$ cat src/rtl/mips_multicycle_sequencer.sv
// ---------------------------------------------------------------------------
// mips_multicycle_sequencer
//
// Multi-cycle control FSM for the MIPS core. It walks each instruction through
// FETCH -> DECODE -> EXECUTE -> MEMORY -> WRITEBACK, drives the datapath
// control strobes as Moore decodes of state plus the latched opcode, handles
// variable-latency memory handshakes with a timeout, and keeps saturating
// cycle / retired-instruction counters.
//
// Parameters
//   TIMEOUT     : cycles a memory request may wait for ready (1..255)
//   CNT_W       : width of cycleCount / instrCount
//   ENABLE_ADDI : when 0, addi (001000) is treated as illegal
//
// Ports
//   clk, reset            : rising-edge clock, synchronous active-high reset
//   opcode                : IR[31:26], valid from DECODE onward
//   aluZero               : ALU zero flag (consumed by the datapath PC mux)
//   halt                  : stop request, honoured only in FETCH
//   imemReady, dmemReady  : memory ready handshakes
//   imemReq, dmemReq      : memory requests
//   irWrite, pcWrite      : IR / PC write enables
//   regDst, jump, branchC, memRead, memToReg, aluOp, memWrite, aluSrc,
//   regWrite              : datapath controls
//   halted                : FSM sits in HALT
//   illegalOp, busError   : sticky halt causes
//   cycleCount, instrCount: saturating performance counters
// ---------------------------------------------------------------------------
module mips_multicycle_sequencer #(
  parameter int TIMEOUT     = 15,
  parameter int CNT_W       = 32,
  parameter bit ENABLE_ADDI = 1'b1
) (
  input  logic             clk,
  input  logic             reset,
  input  logic [5:0]       opcode,
  input  logic             aluZero,
  input  logic             halt,
  input  logic             imemReady,
  input  logic             dmemReady,
  output logic             imemReq,
  output logic             dmemReq,
  output logic             irWrite,
  output logic             pcWrite,
  output logic             regDst,
  output logic             jump,
  output logic [1:0]       branchC,
  output logic             memRead,
  output logic             memToReg,
  output logic [1:0]       aluOp,
  output logic             memWrite,
  output logic             aluSrc,
  output logic             regWrite,
  output logic             halted,
  output logic             illegalOp,
  output logic             busError,
  output logic [CNT_W-1:0] cycleCount,
  output logic [CNT_W-1:0] instrCount
);

  localparam logic [5:0] OP_R    = 6'b000000;
  localparam logic [5:0] OP_J    = 6'b000010;
  localparam logic [5:0] OP_BEQ  = 6'b000100;
  localparam logic [5:0] OP_BNE  = 6'b000101;
  localparam logic [5:0] OP_ADDI = 6'b001000;
  localparam logic [5:0] OP_LW   = 6'b100011;
  localparam logic [5:0] OP_SW   = 6'b101011;

  // Wait count value seen on the TIMEOUT-th cycle without ready.
  localparam logic [7:0] WAIT_LAST = 8'(TIMEOUT - 1);

  typedef enum logic [2:0] {
    S_FETCH, S_DECODE, S_EXECUTE, S_MEMORY, S_WRITEBACK, S_HALT
  } state_t;

  state_t           r_state, w_next;
  logic [5:0]       r_op;
  logic [7:0]       r_wait;
  logic             r_ill, r_bus;
  logic [CNT_W-1:0] r_cyc, r_ins;
  logic             w_set_ill, w_set_bus, w_wait_inc;

  // aluZero steers the PC mux inside the datapath; the sequencer only
  // raises pcWrite, so the flag is carried on the port without being decoded.
  logic w_unused_aluzero;
  assign w_unused_aluzero = aluZero;

  // ---- state / status / counter registers ----
  always_ff @(posedge clk) begin
    if (reset) begin
      r_state <= S_FETCH;
      r_wait  <= '0;
      r_ill   <= 1'b0;
      r_bus   <= 1'b0;
      r_cyc   <= '0;
      r_ins   <= '0;
    end else begin
      r_state <= w_next;
      // The wait counter restarts whenever a new state is entered.
      if (w_next != r_state) r_wait <= '0;
      else if (w_wait_inc)   r_wait <= r_wait + 8'd1;
      if (w_set_ill) r_ill <= 1'b1;
      if (w_set_bus) r_bus <= 1'b1;
      if (!(&r_cyc))           r_cyc <= r_cyc + CNT_W'(1);
      if (pcWrite && !(&r_ins)) r_ins <= r_ins + CNT_W'(1);
    end
  end

  // Opcode is held for EXECUTE/MEMORY/WRITEBACK; data only, no reset needed.
  always_ff @(posedge clk) begin
    if (r_state == S_DECODE) r_op <= opcode;
  end

  // ---- next-state and control decode ----
  always_comb begin
    w_next     = r_state;
    w_set_ill  = 1'b0;
    w_set_bus  = 1'b0;
    w_wait_inc = 1'b0;
    imemReq    = 1'b0;
    dmemReq    = 1'b0;
    irWrite    = 1'b0;
    pcWrite    = 1'b0;
    regDst     = 1'b0;
    jump       = 1'b0;
    branchC    = 2'b00;
    memRead    = 1'b0;
    memToReg   = 1'b0;
    aluOp      = 2'b00;
    memWrite   = 1'b0;
    aluSrc     = 1'b0;
    regWrite   = 1'b0;
    halted     = 1'b0;
    case (r_state)
      S_FETCH: begin
        if (halt) begin
          w_next = S_HALT;
        end else begin
          imemReq = 1'b1;
          // Ready in the timeout cycle still wins over the bus error.
          if (imemReady) begin
            irWrite = 1'b1;
            w_next  = S_DECODE;
          end else if (r_wait == WAIT_LAST) begin
            w_set_bus = 1'b1;
            w_next    = S_HALT;
          end else begin
            w_wait_inc = 1'b1;
          end
        end
      end
      S_DECODE: begin
        case (opcode)
          OP_J: begin
            pcWrite = 1'b1;
            jump    = 1'b1;
            w_next  = S_FETCH;
          end
          OP_R, OP_LW, OP_SW, OP_BEQ, OP_BNE: w_next = S_EXECUTE;
          OP_ADDI: begin
            w_set_ill = !ENABLE_ADDI;
            w_next    = ENABLE_ADDI ? S_EXECUTE : S_HALT;
          end
          default: begin
            w_set_ill = 1'b1;
            w_next    = S_HALT;
          end
        endcase
      end
      S_EXECUTE: begin
        case (r_op)
          OP_R: begin
            aluOp  = 2'b10;
            w_next = S_WRITEBACK;
          end
          OP_BEQ, OP_BNE: begin
            aluOp   = 2'b01;
            branchC = (r_op == OP_BEQ) ? 2'b01 : 2'b10;
            pcWrite = 1'b1;
            w_next  = S_FETCH;
          end
          OP_LW, OP_SW: begin
            aluSrc = 1'b1;
            w_next = S_MEMORY;
          end
          default: begin
            // Only addi reaches this arm.
            aluSrc = 1'b1;
            w_next = S_WRITEBACK;
          end
        endcase
      end
      S_MEMORY: begin
        dmemReq  = 1'b1;
        aluSrc   = 1'b1;
        memRead  = (r_op == OP_LW);
        memWrite = (r_op != OP_LW);
        if (dmemReady) begin
          if (r_op == OP_LW) begin
            w_next = S_WRITEBACK;
          end else begin
            pcWrite = 1'b1;
            w_next  = S_FETCH;
          end
        end else if (r_wait == WAIT_LAST) begin
          w_set_bus = 1'b1;
          w_next    = S_HALT;
        end else begin
          w_wait_inc = 1'b1;
        end
      end
      S_WRITEBACK: begin
        regWrite = 1'b1;
        pcWrite  = 1'b1;
        regDst   = (r_op == OP_R);
        memToReg = (r_op == OP_LW);
        w_next   = S_FETCH;
      end
      S_HALT: begin
        halted = 1'b1;
      end
      default: begin
        w_next = S_FETCH;
      end
    endcase
  end

  assign illegalOp  = r_ill;
  assign busError   = r_bus;
  assign cycleCount = r_cyc;
  assign instrCount = r_ins;

endmodule

$ cat config.mk
export PLATFORM = sky130hd
export DESIGN_NAME = mips_multicycle_sequencer
export DESIGN_NICKNAME = d
export VERILOG_FILES = /design/src/rtl/mips_multicycle_sequencer.sv
export SDC_FILE = /design/constraint.sdc
export NUM_CORES = 1
export LEC_CHECK = 0
export CAP_MARGIN = 5
export CORE_MARGIN = 8
export CORE_UTILIZATION = 53
export CTS_BUF_LIST = sky130_fd_sc_hd__clkbuf_4
export CTS_CLUSTER_DIAMETER = 50
export DETAILED_ROUTE_END_ITERATION = 10
export PLACE_DENSITY = 0.82
export SLEW_MARGIN = 20
export SYNTH_ARGS = -nofsm -noshare
export SYNTH_HDL_FRONTEND = slang
export SYNTH_SLANG_ARGS = --single-unit
export TNS_END_PERCENT = 5
$ cat constraint.sdc
create_clock -name clk -period 2.72 [get_ports clk]
set_clock_uncertainty 0.15 [all_clocks]
set_input_delay 0.408 -clock clk [delete_from_list [all_inputs] [get_ports clk]]
set_output_delay 0.408 -clock clk [all_outputs]
set_load 0.005 [all_outputs]
==> out/results.tsv, run 1 <==
stage	metric	value	unit
clocking	Clock Path Buffers	2	
job	max-cap violations	0	
cells_and_area	ant diodes	0	
global_routing	met1 Usage GRT	26.0	%
yosys	number of synthesized flops with an enable pin	6	
placed_design	I/O Buffers	92	
cells_and_area	synthesis-to-finish area growth	33.6	%
drt	drt pass-1 iters	5	
critical_path	CP Capture Type	flop	
global_routing	largest net degree at the start of global routing	29	
outcome	outcome	completed	
yosys	synthesized instance count	549	
drt	via count	4774	
yosys	top_reg_cell synth	dfxtp_1	
clocking	CTS tree	built	
sta	final hold violation count	0	
floorplanning	die area	11800	um^2
yosys	Yosys reg bits	83	
cells_and_area	post-route cell area	6090	um^2
yosys	count of different cell masters after synthesis	58	
power_and_ir_drop	combinational fraction of design power	29.7	%
placed_design	DPL Wire Length	9160	um
cells_and_area	layout cells sized above 1	13.7	%
critical_path	crit-path cells	clkdlybuf4s50_1 > or4_4 > o31a_1 > o221a_4 > buf_4 > buf_6 > or4_1 > a21oi_2	
drt	Routed Antenna Nets	0	
power_and_ir_drop	Leak	1.95	nW
yosys	Synth Warn #	0	
global_routing	GRT Overall Usage	20.5	%
floorplanning	std cell rows	34	
drt	DR iter-0 viols	295	
placed_design	dpl ws	-414	ps
power_and_ir_drop	Final Power	0.00320	W
placed_design	routability cong.	0.875	
global_routing	number of global-route vias before repair	4333	
global_routing	total gr overflow	0	
drt	DRC errors left	0	
floorplanning	Die Width	109	um
clocking	Clk pin slew, worst setup/hold paths	130	ps
clocking	H-tree Lvls	3	
critical_path	crit-path max FO	18	
sta	Final setup violation count	0	
sta	Slew @ Worst Pin	632	ps
floorplanning	IO Pins	94	
yosys	synthesized area	4550	um^2
critical_path	startpoint types	input port	
cells_and_area	nets	685	
power_and_ir_drop	VDD IR max	477	uV
critical_path	Crit-path slowest cell	or4_1	
critical_path	crit path DAT	2870	ps
global_routing	GR peak layer	met2	
sta	setup ws final	58.0	ps
critical_path	slowest stage delay, CP	540	ps
yosys	Syn Nets	565	
critical_path	Req. time, crit path	2930	ps
power_and_ir_drop	Flop pwr share	42.6	%
cells_and_area	Filler cells	644	
clocking	CTS root buf	clkbuf_4	
sta	Slew headroom	56.6	%
floorplanning	Initial Utilization	53.5	%
power_and_ir_drop	Sw Share	31.5	%
power_and_ir_drop	total power divided by cell area	526	nW/um^2
sta	fin crit share	97.9	%
drt	routed len/inst	16.2	um
clocking	CTS Buf Count	9	
global_routing	initial antenna violation count	0	
power_and_ir_drop	clock power share	27.7	%
clocking	Clk Latency, worst-skew pair	420	ps
floorplanning	CORE AREA	8510	um^2
yosys	sequential area share after synthesis	37.8	%
power_and_ir_drop	Net Switching	0.00101	W
critical_path	WS Path Type	input port to flop	
power_and_ir_drop	internal power	0.00219	W
min_path	HP Class	input port to flop	
sta	Max Slew Vio Count	0	
drt	Post-Route WL	12700	um
floorplanning	chip height	109	um
placed_design	placed cell areas	5780	um^2
global_routing	Global Route met2 Usage	34.4	%
global_routing	met3 usage	4.20	%
global_routing	first-pass GRT wire length	20200	um
yosys	Syn Area/Cell	8.30	um^2
clocking	clk sinks	83	
sta	crit path time final	2660	ps
drt	Avg Vias per Cell	6.11	
yosys	ys async rst share	0	%
sta	Fmax achieved	376	MHz
==> what timing repair did <==
action,CTS,global route
hold buffers,0,0
gates resized for setup,14,13
setup buffers,2,4
pin swaps,2,1
setup endpoints to repair,5,28
==> worst paths after layout <==
path / startpoint / to / slack [ps] / cells after the start
setup / recovery: opcode[0] / instrCount[30] / 60 / 8
hold / removal: opcode[5] / r_op[5] / 180 / 2
setup reg to reg: r_op[5] / instrCount[30] / 130 / 7
hold reg to reg: illegalOp / illegalOp / 340 / 2
==> cell families after synthesis <==
logic type                 count (synthesis)  share of synthesized area (%)
adders and majority gates                  4                           1.10
buffers and inverters                     48                           4.67
muxes                                     10                           2.36
and+or+nand+nor                          258                           32.5
DFF                                       83                           37.8
xor gates and xnor gates                  15                           2.88
AOI/OAI and AO/OA                        131                           18.7
==> registers in the layout, summed over array words and instances (netlist names) <==
| signal | count |
|---|---|
| r_wait | 8 |
| busError | 1 |
| cycleCount | 32 |
| illegalOp | 1 |
| r_state | 3 |
| instrCount | 32 |
| r_op | 6 |
==> worst max-delay path, delay by kind of cell <==
kind / cells / cell delay (ps)
compound gates: 3 / 710
simple gates: 2 / 980
buf+inv: 3 / 770
==> layer usage <==
layer  part of all wire, %  up-vias
met4                  0.51        0
li1                      -     2359
met2                    50      143
met1                    44     2266
met5                     0        -
met3                   6.1        6
==> power by group through the flow <==
stage               clock network, W  registers [W]  logic, W
global route                0.000948        0.00137   0.00104
floorplan                          0        0.00137  0.000545
global placement                   0        0.00138  0.000831
CTS                         0.000902        0.00136  0.000896
detailed placement                 0        0.00138  0.000852
finish                      0.000887        0.00137  0.000950
==> synthesized netlist by cell type, drive strengths merged (5+ instances only) <==
master / instances / area share [%]
a21oi: 48 / 5.3
and4: 5 / 0.96
buf: 8 / 1.4
clkbuf: 22 / 1.8
dfxtp: 77 / 34
edfxtp: 6 / 4.0
inv: 18 / 1.5
mux2: 6 / 1.5
nand2: 35 / 2.9
nand3: 17 / 1.9
nand4: 21 / 2.9
nand4b: 5 / 0.96
nor2: 46 / 3.8
nor2b: 9 / 1.2
nor3: 15 / 1.8
nor4: 29 / 4.1
o211ai: 5 / 0.82
o21a: 5 / 0.82
o21ai: 17 / 1.9
o31a: 5 / 0.96
o31ai: 33 / 5.4
or3: 15 / 2.1
or4: 35 / 5.9
xnor2: 12 / 2.3
==> placed cells by master (no fill, tap or decap), types with 9 or more instances in the layout <==
cell type / n
nand4_1: 21
xnor2_1: 12
nor2b_1: 9
clkbuf_4: 10
buf_4: 45
o21ai_0: 15
or4_1: 33
nor3_1: 14
nor2_1: 45
dfxtp_1: 77
nor4_1: 22
inv_1: 17
nand3_1: 17
or3_1: 13
a21oi_1: 45
o31ai_1: 33
clkdlybuf4s50_1: 83
nand2_1: 35
==> area by class of cell <==
class	instances	area, um^2	share of cell area, %
Tap cell	108	135	2.22
Clock inverter	5	103	1.69
Multi-Input combinational cell	418	2710	44.4
Timing Repair Buffer	139	1280	21.0
Clock buffer	10	75.1	1.23
Inverter	18	67.6	1.11
Sequential cell	83	1720	28.3
==> per-stage QoR <==
step                      util, %  hold WS [ps]  setup TNS [ps]  cells
after floorplan                 -           311               0    549
after global placement       67.9           308          -10310    760
after detailed placement     67.9           309          -11740    760
after CTS                    70.6           295           -62.1    777
after global routing         71.5           159           -37.7    781
final                        71.5           180               0    781
Note: power is estimated with default switching activity, not from simulation.
==> inputs of run 2 (changes only) <==
--- a/config.mk
+++ b/config.mk
@@ -5,14 +5,14 @@
 export SDC_FILE = /design/constraint.sdc
 export NUM_CORES = 1
 export LEC_CHECK = 0
-export CAP_MARGIN = 5
+export CAP_MARGIN = 0
 export CORE_MARGIN = 8
 export CORE_UTILIZATION = 53
 export CTS_BUF_LIST = sky130_fd_sc_hd__clkbuf_4
 export CTS_CLUSTER_DIAMETER = 50
 export DETAILED_ROUTE_END_ITERATION = 10
 export PLACE_DENSITY = 0.82
-export SLEW_MARGIN = 20
+export SLEW_MARGIN = 40
 export SYNTH_ARGS = -nofsm -noshare
 export SYNTH_HDL_FRONTEND = slang
 export SYNTH_SLANG_ARGS = --single-unit
==> results of run 2 <==
No change in the layout: final DEF, timing and power equal those of run 1.
